--- src/rtl/imem_fetch_arbiter.sv ---
// imem_fetch_arbiter: shares one byte-addressed instruction memory between CPU fetch reads and loader byte writes.
// Optional range checking is enabled with the IMEM_BOUNDS_CHECK_EN macro.
module imem_fetch_arbiter #(
  parameter int ADDR_W     = 32,
  parameter int MEM_BYTES  = 501,
  parameter int STARVE_MAX = 4
) (
  input  logic              clk,
  input  logic              rst_n,
  input  logic              f_req,
  input  logic [ADDR_W-1:0] f_addr,
  output logic              f_gnt,
  output logic              f_rvalid,
  output logic [31:0]       f_rdata,
  output logic              f_err,
  input  logic              l_req,
  input  logic [ADDR_W-1:0] l_addr,
  input  logic [7:0]        l_wdata,
  output logic              l_gnt,
  output logic [ADDR_W-1:0] m_addr,
  output logic              m_re,
  output logic              m_we,
  output logic [7:0]        m_wdata,
  input  logic [31:0]       m_rdata
);

  localparam int CW = $clog2(STARVE_MAX + 1);
  localparam logic [CW-1:0] SMAX = CW'(STARVE_MAX);

`ifdef IMEM_BOUNDS_CHECK_EN
  localparam bit CHK_EN = 1'b1;
`else
  localparam bit CHK_EN = 1'b0;
`endif

  localparam logic [ADDR_W-1:0] F_LAST = ADDR_W'(MEM_BYTES - 4);
  localparam logic [ADDR_W-1:0] L_END  = ADDR_W'(MEM_BYTES);

  typedef enum logic [1:0] {
    IDLE,
    WR,
    RD_ISSUE,
    RD_WAIT
  } state_e;

  state_e state_q, state_d;

  logic [CW-1:0] starve_q, starve_d;
  logic          oob_q, oob_d;

  logic              f_gnt_q, f_gnt_d;
  logic              f_rvalid_q, f_rvalid_d;
  logic [31:0]       f_rdata_q, f_rdata_d;
  logic              f_err_q, f_err_d;
  logic              l_gnt_q, l_gnt_d;
  logic [ADDR_W-1:0] m_addr_q, m_addr_d;
  logic              m_re_q, m_re_d;
  logic              m_we_q, m_we_d;
  logic [7:0]        m_wdata_q, m_wdata_d;

  logic idle;
  logic pick_wr;
  logic pick_rd;
  logic f_oob;
  logic l_oob;

  assign idle    = (state_q == IDLE);
  assign pick_wr = idle && l_req
                && (!f_req || (starve_q < SMAX));
  assign pick_rd = idle && f_req && !pick_wr;

  assign f_oob = CHK_EN && (f_addr > F_LAST);
  assign l_oob = CHK_EN && (l_addr >= L_END);

  // state, starvation count and all registered outputs
  always_ff @(posedge clk) begin
    if (!rst_n) begin
      state_q    <= IDLE;
      starve_q   <= '0;
      oob_q      <= 1'b0;
      f_gnt_q    <= 1'b0;
      f_rvalid_q <= 1'b0;
      f_rdata_q  <= '0;
      f_err_q    <= 1'b0;
      l_gnt_q    <= 1'b0;
      m_addr_q   <= '0;
      m_re_q     <= 1'b0;
      m_we_q     <= 1'b0;
      m_wdata_q  <= '0;
    end else begin
      state_q    <= state_d;
      starve_q   <= starve_d;
      oob_q      <= oob_d;
      f_gnt_q    <= f_gnt_d;
      f_rvalid_q <= f_rvalid_d;
      f_rdata_q  <= f_rdata_d;
      f_err_q    <= f_err_d;
      l_gnt_q    <= l_gnt_d;
      m_addr_q   <= m_addr_d;
      m_re_q     <= m_re_d;
      m_we_q     <= m_we_d;
      m_wdata_q  <= m_wdata_d;
    end
  end

  // next-state: one arbitration per visit to IDLE
  always_comb begin
    state_d = state_q;
    unique case (state_q)
      IDLE: begin
        if (pick_wr) begin
          state_d = WR;
        end else if (pick_rd) begin
          state_d = RD_ISSUE;
        end
      end
      WR:       state_d = IDLE;
      RD_ISSUE: state_d = RD_WAIT;
      RD_WAIT:  state_d = IDLE;
      default:  state_d = IDLE;
    endcase
  end

  // fetch loses to loader only while the count is below the cap
  always_comb begin
    starve_d = starve_q;
    if (idle) begin
      if (!f_req) begin
        starve_d = '0;
      end else if (pick_wr) begin
        if (starve_q < SMAX) begin
          starve_d = starve_q + CW'(1);
        end
      end else begin
        starve_d = '0;
      end
    end
  end

  // next values of the registered outputs
  always_comb begin
    f_gnt_d    = 1'b0;
    f_rvalid_d = 1'b0;
    f_rdata_d  = f_rdata_q;
    f_err_d    = 1'b0;
    l_gnt_d    = 1'b0;
    m_addr_d   = '0;
    m_re_d     = 1'b0;
    m_we_d     = 1'b0;
    m_wdata_d  = '0;
    oob_d      = oob_q;
    unique case (1'b1)
      pick_wr: begin
        l_gnt_d   = 1'b1;
        m_addr_d  = l_addr;
        m_wdata_d = l_wdata;
        m_we_d    = !l_oob;
      end
      pick_rd: begin
        f_gnt_d  = 1'b1;
        m_addr_d = f_addr;
        m_re_d   = !f_oob;
        oob_d    = f_oob;
      end
      default: ;
    endcase
    if (state_q == RD_WAIT) begin
      f_rvalid_d = 1'b1;
      f_err_d    = oob_q;
      f_rdata_d  = oob_q ? 32'h0000_0000 : m_rdata;
    end
  end

  assign f_gnt    = f_gnt_q;
  assign f_rvalid = f_rvalid_q;
  assign f_rdata  = f_rdata_q;
  assign f_err    = f_err_q;
  assign l_gnt    = l_gnt_q;
  assign m_addr   = m_addr_q;
  assign m_re     = m_re_q;
  assign m_we     = m_we_q;
  assign m_wdata  = m_wdata_q;

endmodule
--- config.mk ---
export PLATFORM = sky130hd
export DESIGN_NAME = imem_fetch_arbiter
export DESIGN_NICKNAME = d
export VERILOG_FILES = /design/src/rtl/imem_fetch_arbiter.sv
export SDC_FILE = /design/constraint.sdc
export NUM_CORES = 1
export LEC_CHECK = 0
export ABC_AREA = 0
export BUFFER_PORTS_ARGS = -buffer_cell sky130_fd_sc_hd__buf_4
export CORE_ASPECT_RATIO = 1.5
export CORE_UTILIZATION = 45
export DETAILED_ROUTE_END_ITERATION = 8
export PLACE_DENSITY_LB_ADDON = 0.08
export SLEW_MARGIN = 15
export SYNTH_ARGS = -nofsm -noshare
export SYNTH_HDL_FRONTEND = slang
export SYNTH_SLANG_ARGS = --single-unit
--- constraint.sdc ---
create_clock -name clk -period 2.1 [get_ports clk]
set_input_delay 0.42 -clock clk [delete_from_list [all_inputs] [get_ports clk]]
set_output_delay 0.42 -clock clk [all_outputs]
set_load 0.02 [all_outputs]
## Word-level counts from Yosys, hierarchy flattened

Index checks and enable logic that the tools add are counted.

| cells by class | value |
|---|---|
| $add $sub $neg | 1 |
| order comparisons | 1 |
| equality and inequality tests | 5 |
| muxes and demuxes | 10 |
| reductions and logical operators | 11 |

Operators by type and width:

| operator | number |
|---|---|
| one-hot mux 32 bit (2 select lines) | 1 |
| 2-to-1 mux 3 bit | 3 |
| one-hot mux 2 bit (3 select lines) | 1 |
| equality test 2 bit (second input constant) | 2 |
| logical AND 1 bit | 4 |
| 2-to-1 mux 2 bit | 2 |
| AND reduction 2 bit | 2 |
| adder 3 x 1 -> 3 bit (second input constant) | 1 |
| less-than comparator 3 bit (second input constant) | 1 |
| 2-to-1 mux 1 bit | 3 |
| != test 3 x 1 -> 1 bit (second input constant) | 1 |
| != test 3 x 2 -> 1 bit (second input constant) | 1 |
| equality test 2 x 1 -> 1 bit (second input constant) | 1 |
| zero test 1 bit | 2 |
| zero test 2 bit | 1 |
| OR reduction 2 bit | 1 |
| logical OR 1 bit | 1 |

| storage, ports and cells | value |
|---|---|
| flip-flop bits (word level) | 80 |
| input bits | 108 |
| output and inout bits | 78 |
| word-level logic and storage cells | 36 |

## Depth between registers and ports, before layout

| logic depth | value |
|---|---|
| depth in word-level cells | 8 |
| mapped depth | 6 |
| gate-level depth less buffers | 4 |

## Worst setup path before layout

Ideal clock, no wire load.

| timing | value |
|---|---|
| path type | in2reg |
| from | in l_req |
| to | reg m_addr_q[20] (netlist: m_addr[20]) |
| setup time | 70 ps |
| arrival time | 1257 ps |
| data required time | 2030 ps |
| slack | 772 ps |
| cell stages on the path | 4 |
| path buffers | 1 |
| path through | a21boi_1 -> clkbuf_1 -> nand3_1 -> a21oi_1 |

| on the way | value |
|---|---|
| word-level cells in the longest chain between the ends | 5 |

Ends and longest elaborated chain:

| element | line | source |
|---|---|---|
| start: declaration | 16 | `input logic l_req,` |
| logical AND 1 bit (*) | 68 | `assign pick_wr = idle && l_req` |
| logical AND 1 bit (*) | 69 | `&& (!f_req \|\| (starve_q < SMAX));` |
| zero test 1 bit | 70 | `assign pick_rd = idle && f_req && !pick_wr;` |
| logical AND 1 bit | 70 |  |
| one-hot mux 32 bit (2 select lines) (*) | 152 | `unique case (1'b1)` |
| end signal: assignment | 99 | `m_addr_q <= m_addr_d;` |
| end: declaration | 56 | `logic [ADDR_W-1:0] m_addr_q, m_addr_d;` |

Mark *: on every way between the ends. The rest lies on a longest branch, timed or not.
A chain may end at the register's enable or synchronous reset.

## Final worst setup path

| timing | value |
|---|---|
| from | reg state_q[1] |
| to | reg f_rdata_q[0] (netlist: f_rdata[0]) |

| on the way | value |
|---|---|
| word-level cells in the longest chain between the ends | 1 |

Ends and longest elaborated chain:

| element | line | source |
|---|---|---|
| start: declaration | 46 | `state_e state_q, state_d;` |
| start signal: assignment | 91 | `state_q <= state_d;` |
| equality test 2 bit | 167 | `if (state_q == RD_WAIT) begin` |
| end signal: assignment | 96 | `f_rdata_q <= f_rdata_d;` |
| end: declaration | 53 | `logic [31:0] f_rdata_q, f_rdata_d;` |

Every way passes these cells.

==> flow_summary.toml <==
[worst_setup_path]
arrival_ps = 1670
cp_max_fo = 32
crit_chain = "and2_1, buf_4, nand2_1, a21boi_0"
cpPeakStageDelay_ps = 560
path_class = "reg -> reg"
cp_num_buf_inv = 1
critPathRequiredTime_ps = 2360
setup.worst_path.start = "state_q[1]"
cpLargestDelayFamily = "flip-flops"
r2r_cells = 4
crit_slowest_cell = "dfxtp_1"
worstReg2RegStart = "state_q[1]"
cp-end-kind = "register"
path_depth = 4
start_kind = "register"

[clocking]
cts-root-buf = "clkbuf_8"
cts_resized = 0
cts_max_path_buffers = 2
insertion_delay_ps = 340
cts.sinks = 80
cts_tree = "built"
cts_htree_levels = 3
clk_pin_slew_ps = 80
post_cts_buffers = 0
cts_hold_buffers = 0
numCtsBuffers = 9

[run_status]
status = "complete, no violations"

[final_layout]
final_cell_mix = "buf_4 (197), dfxtp_1 (80), nand2_1 (66)"
n_antenna_cell = 0
syn_to_final_growth_pct = 53.8
drive_above_1_share_pct = 41.2
layout_commonest_cell = "buf_4"
fillCellCount = 515
final_util_pct = 73.0
nets = 623
fin_cells = 593

[yosys]
synth-seq-area-share_pct = 54.3
syn_inst = 339
yosysUniqueCellTypes = 25
ys_seq_elements = 80
postSynthAreaPerCell_um2 = 8.71
yosys_warnings = 0
syn_area_um2 = 2950
synth_fp_nets = 448

[drt]
remaining_drc_errors = 0
post_drt_wl_per_cell_um = 13.9
vias_per_cell = 5.11
vias = 3029
postRouteAntennaNets = 0
totalWireLength_um = 8250
drtIter0Drc = 132
drt_pass1_iterations = 4

[placed_design]
dp.cells = 577
io_buffers = 184
post-dp-hpwl_um = 6140
gp_congestion = 0.833

[power]
pwr_density_cell_nw_per_um2 = 674
ir_drop_mv = 0.553
power.total_uw = 3060
leakagePower_uw = 0.00202

[floorplan]
fp-row-count = 35
start_util_pct = 47.5
fp.dieH_um = 101
die_w_um = 68.1
core_area_um2 = 6220
pin_count = 186
die_area_um2 = 6890

[grt]
grt_pass1_wl_um = 12600
grt_max_degree = 42
grt_pass1_vias = 2995
grt.total_usage_pct = 24.4
overflow = 0
antenna_found_initial = 0

[sta]
finalHoldViolCount = 0
finalCritPeriodShare_pct = 66.8
fin_tns_setup_ps = 0
fin_skew_ps = 9.04
rsz0062_at_grt = "false"
setup_violations = 0
final_max_slew_viol_count = 0
max_freq_mhz = 713
holdWs_ps = 277
period_needed_ps = 1400

[worst_hold_path]
whs_path_depth = 2
worstHoldStart = "l_wdata[5]"
hp-class = "in -> reg"

[run]
max_cap_violations = 0
-- cell usage after synthesis, drive strengths merged --
cell type | number | area share, %
a21boi | 36 | 9.2
and2 | 9 | 1.9
nand3 | 64 | 11
or3b | 1 | 0.30
or4 | 1 | 0.25
o211a | 1 | 0.34
o21ai | 3 | 0.51
nand2b | 1 | 0.21
nor2b | 1 | 0.21
clkbuf | 21 | 2.7
a22oi | 1 | 0.25
nand4b | 1 | 0.30
buf | 12 | 2.5
dfxtp | 80 | 54
nand2 | 66 | 8.4
nor2 | 1 | 0.21
a21oi | 32 | 5.4
nor3b | 1 | 0.64
conb | 1 | 0.13
and3 | 3 | 0.64
o211ai | 1 | 0.25
ha | 1 | 0.42
inv | 1 | 0.13
-- report_power, final --
group          internal (uW)  leakage, uW  switching (uW)  total, uW
Clock                    428    0.0000793             524        951
Combinational            262      0.00129             250        512
Sequential              1570     0.000649            26.4       1590
-- cell type report --
class                   count  area, um^2  area share (%)
flip-flops and latches     80        1600            35.3
repair buffers            197        1480            32.6
multi-input cells         225        1200            26.4
clock buffers              11         131            2.89
well taps                  74        92.6            2.04
clock inverters             5        33.8           0.744
inverters                   1        3.75          0.0827
-- logic make-up (layout without fill, tap and decap cells) --
| kind of cell | count (synthesis) | after routing | synth area share [%] |
|---|---|---|---|
| simple gates | 149 | 149 | 23.9 |
| fa+ha+maj | 1 | 1 | 0.424 |
| flops | 80 | 80 | 54.3 |
| compound gates | 74 | 74 | 15.9 |
| buf+inv | 34 | 214 | 5.34 |
| other cells | 1 | 1 | 0.127 |
-- registers in the layout, indices dropped and copies added, names as in the netlist --
| signal | cells |
|---|---|
| f_rdata | 32 |
| f_rvalid | 1 |
| m_addr | 32 |
| m_re | 1 |
| m_wdata | 8 |
| m_we | 1 |
| starve_q | 3 |
| state_q | 2 |
-- final timing paths --
check | slack (ps) | end
worst max-delay path | 700 | f_rdata[0]
worst min-delay path | 280 | m_wdata[5]
worst max register to register | 700 | f_rdata[0]
worst min register to register | 460 | f_rdata[1]
-- through the flow --
stage               cell area (um^2)  worst slack [ps]
global placement                4370               723
CTS                             4540               690
floorplan                       2950               772
finish                          4540               698
global route                    4540               565
detailed placement              4370               698
-- metal layers --
layer / part of all wire, % / GRT usage (%) / vias to the layer above / wire, um
met4: 3.7 / 16.3 / 0 / 309
met2: 54 / 44.1 / 132 / 4470
met5: 0 / 0 / - / 0
met3: 7.5 / 5.63 / 25 / 620
met1: 35 / 23.5 / 1381 / 2850
li1: - / - / 1491 / -
Note: power is estimated with default switching activity, not from simulation.
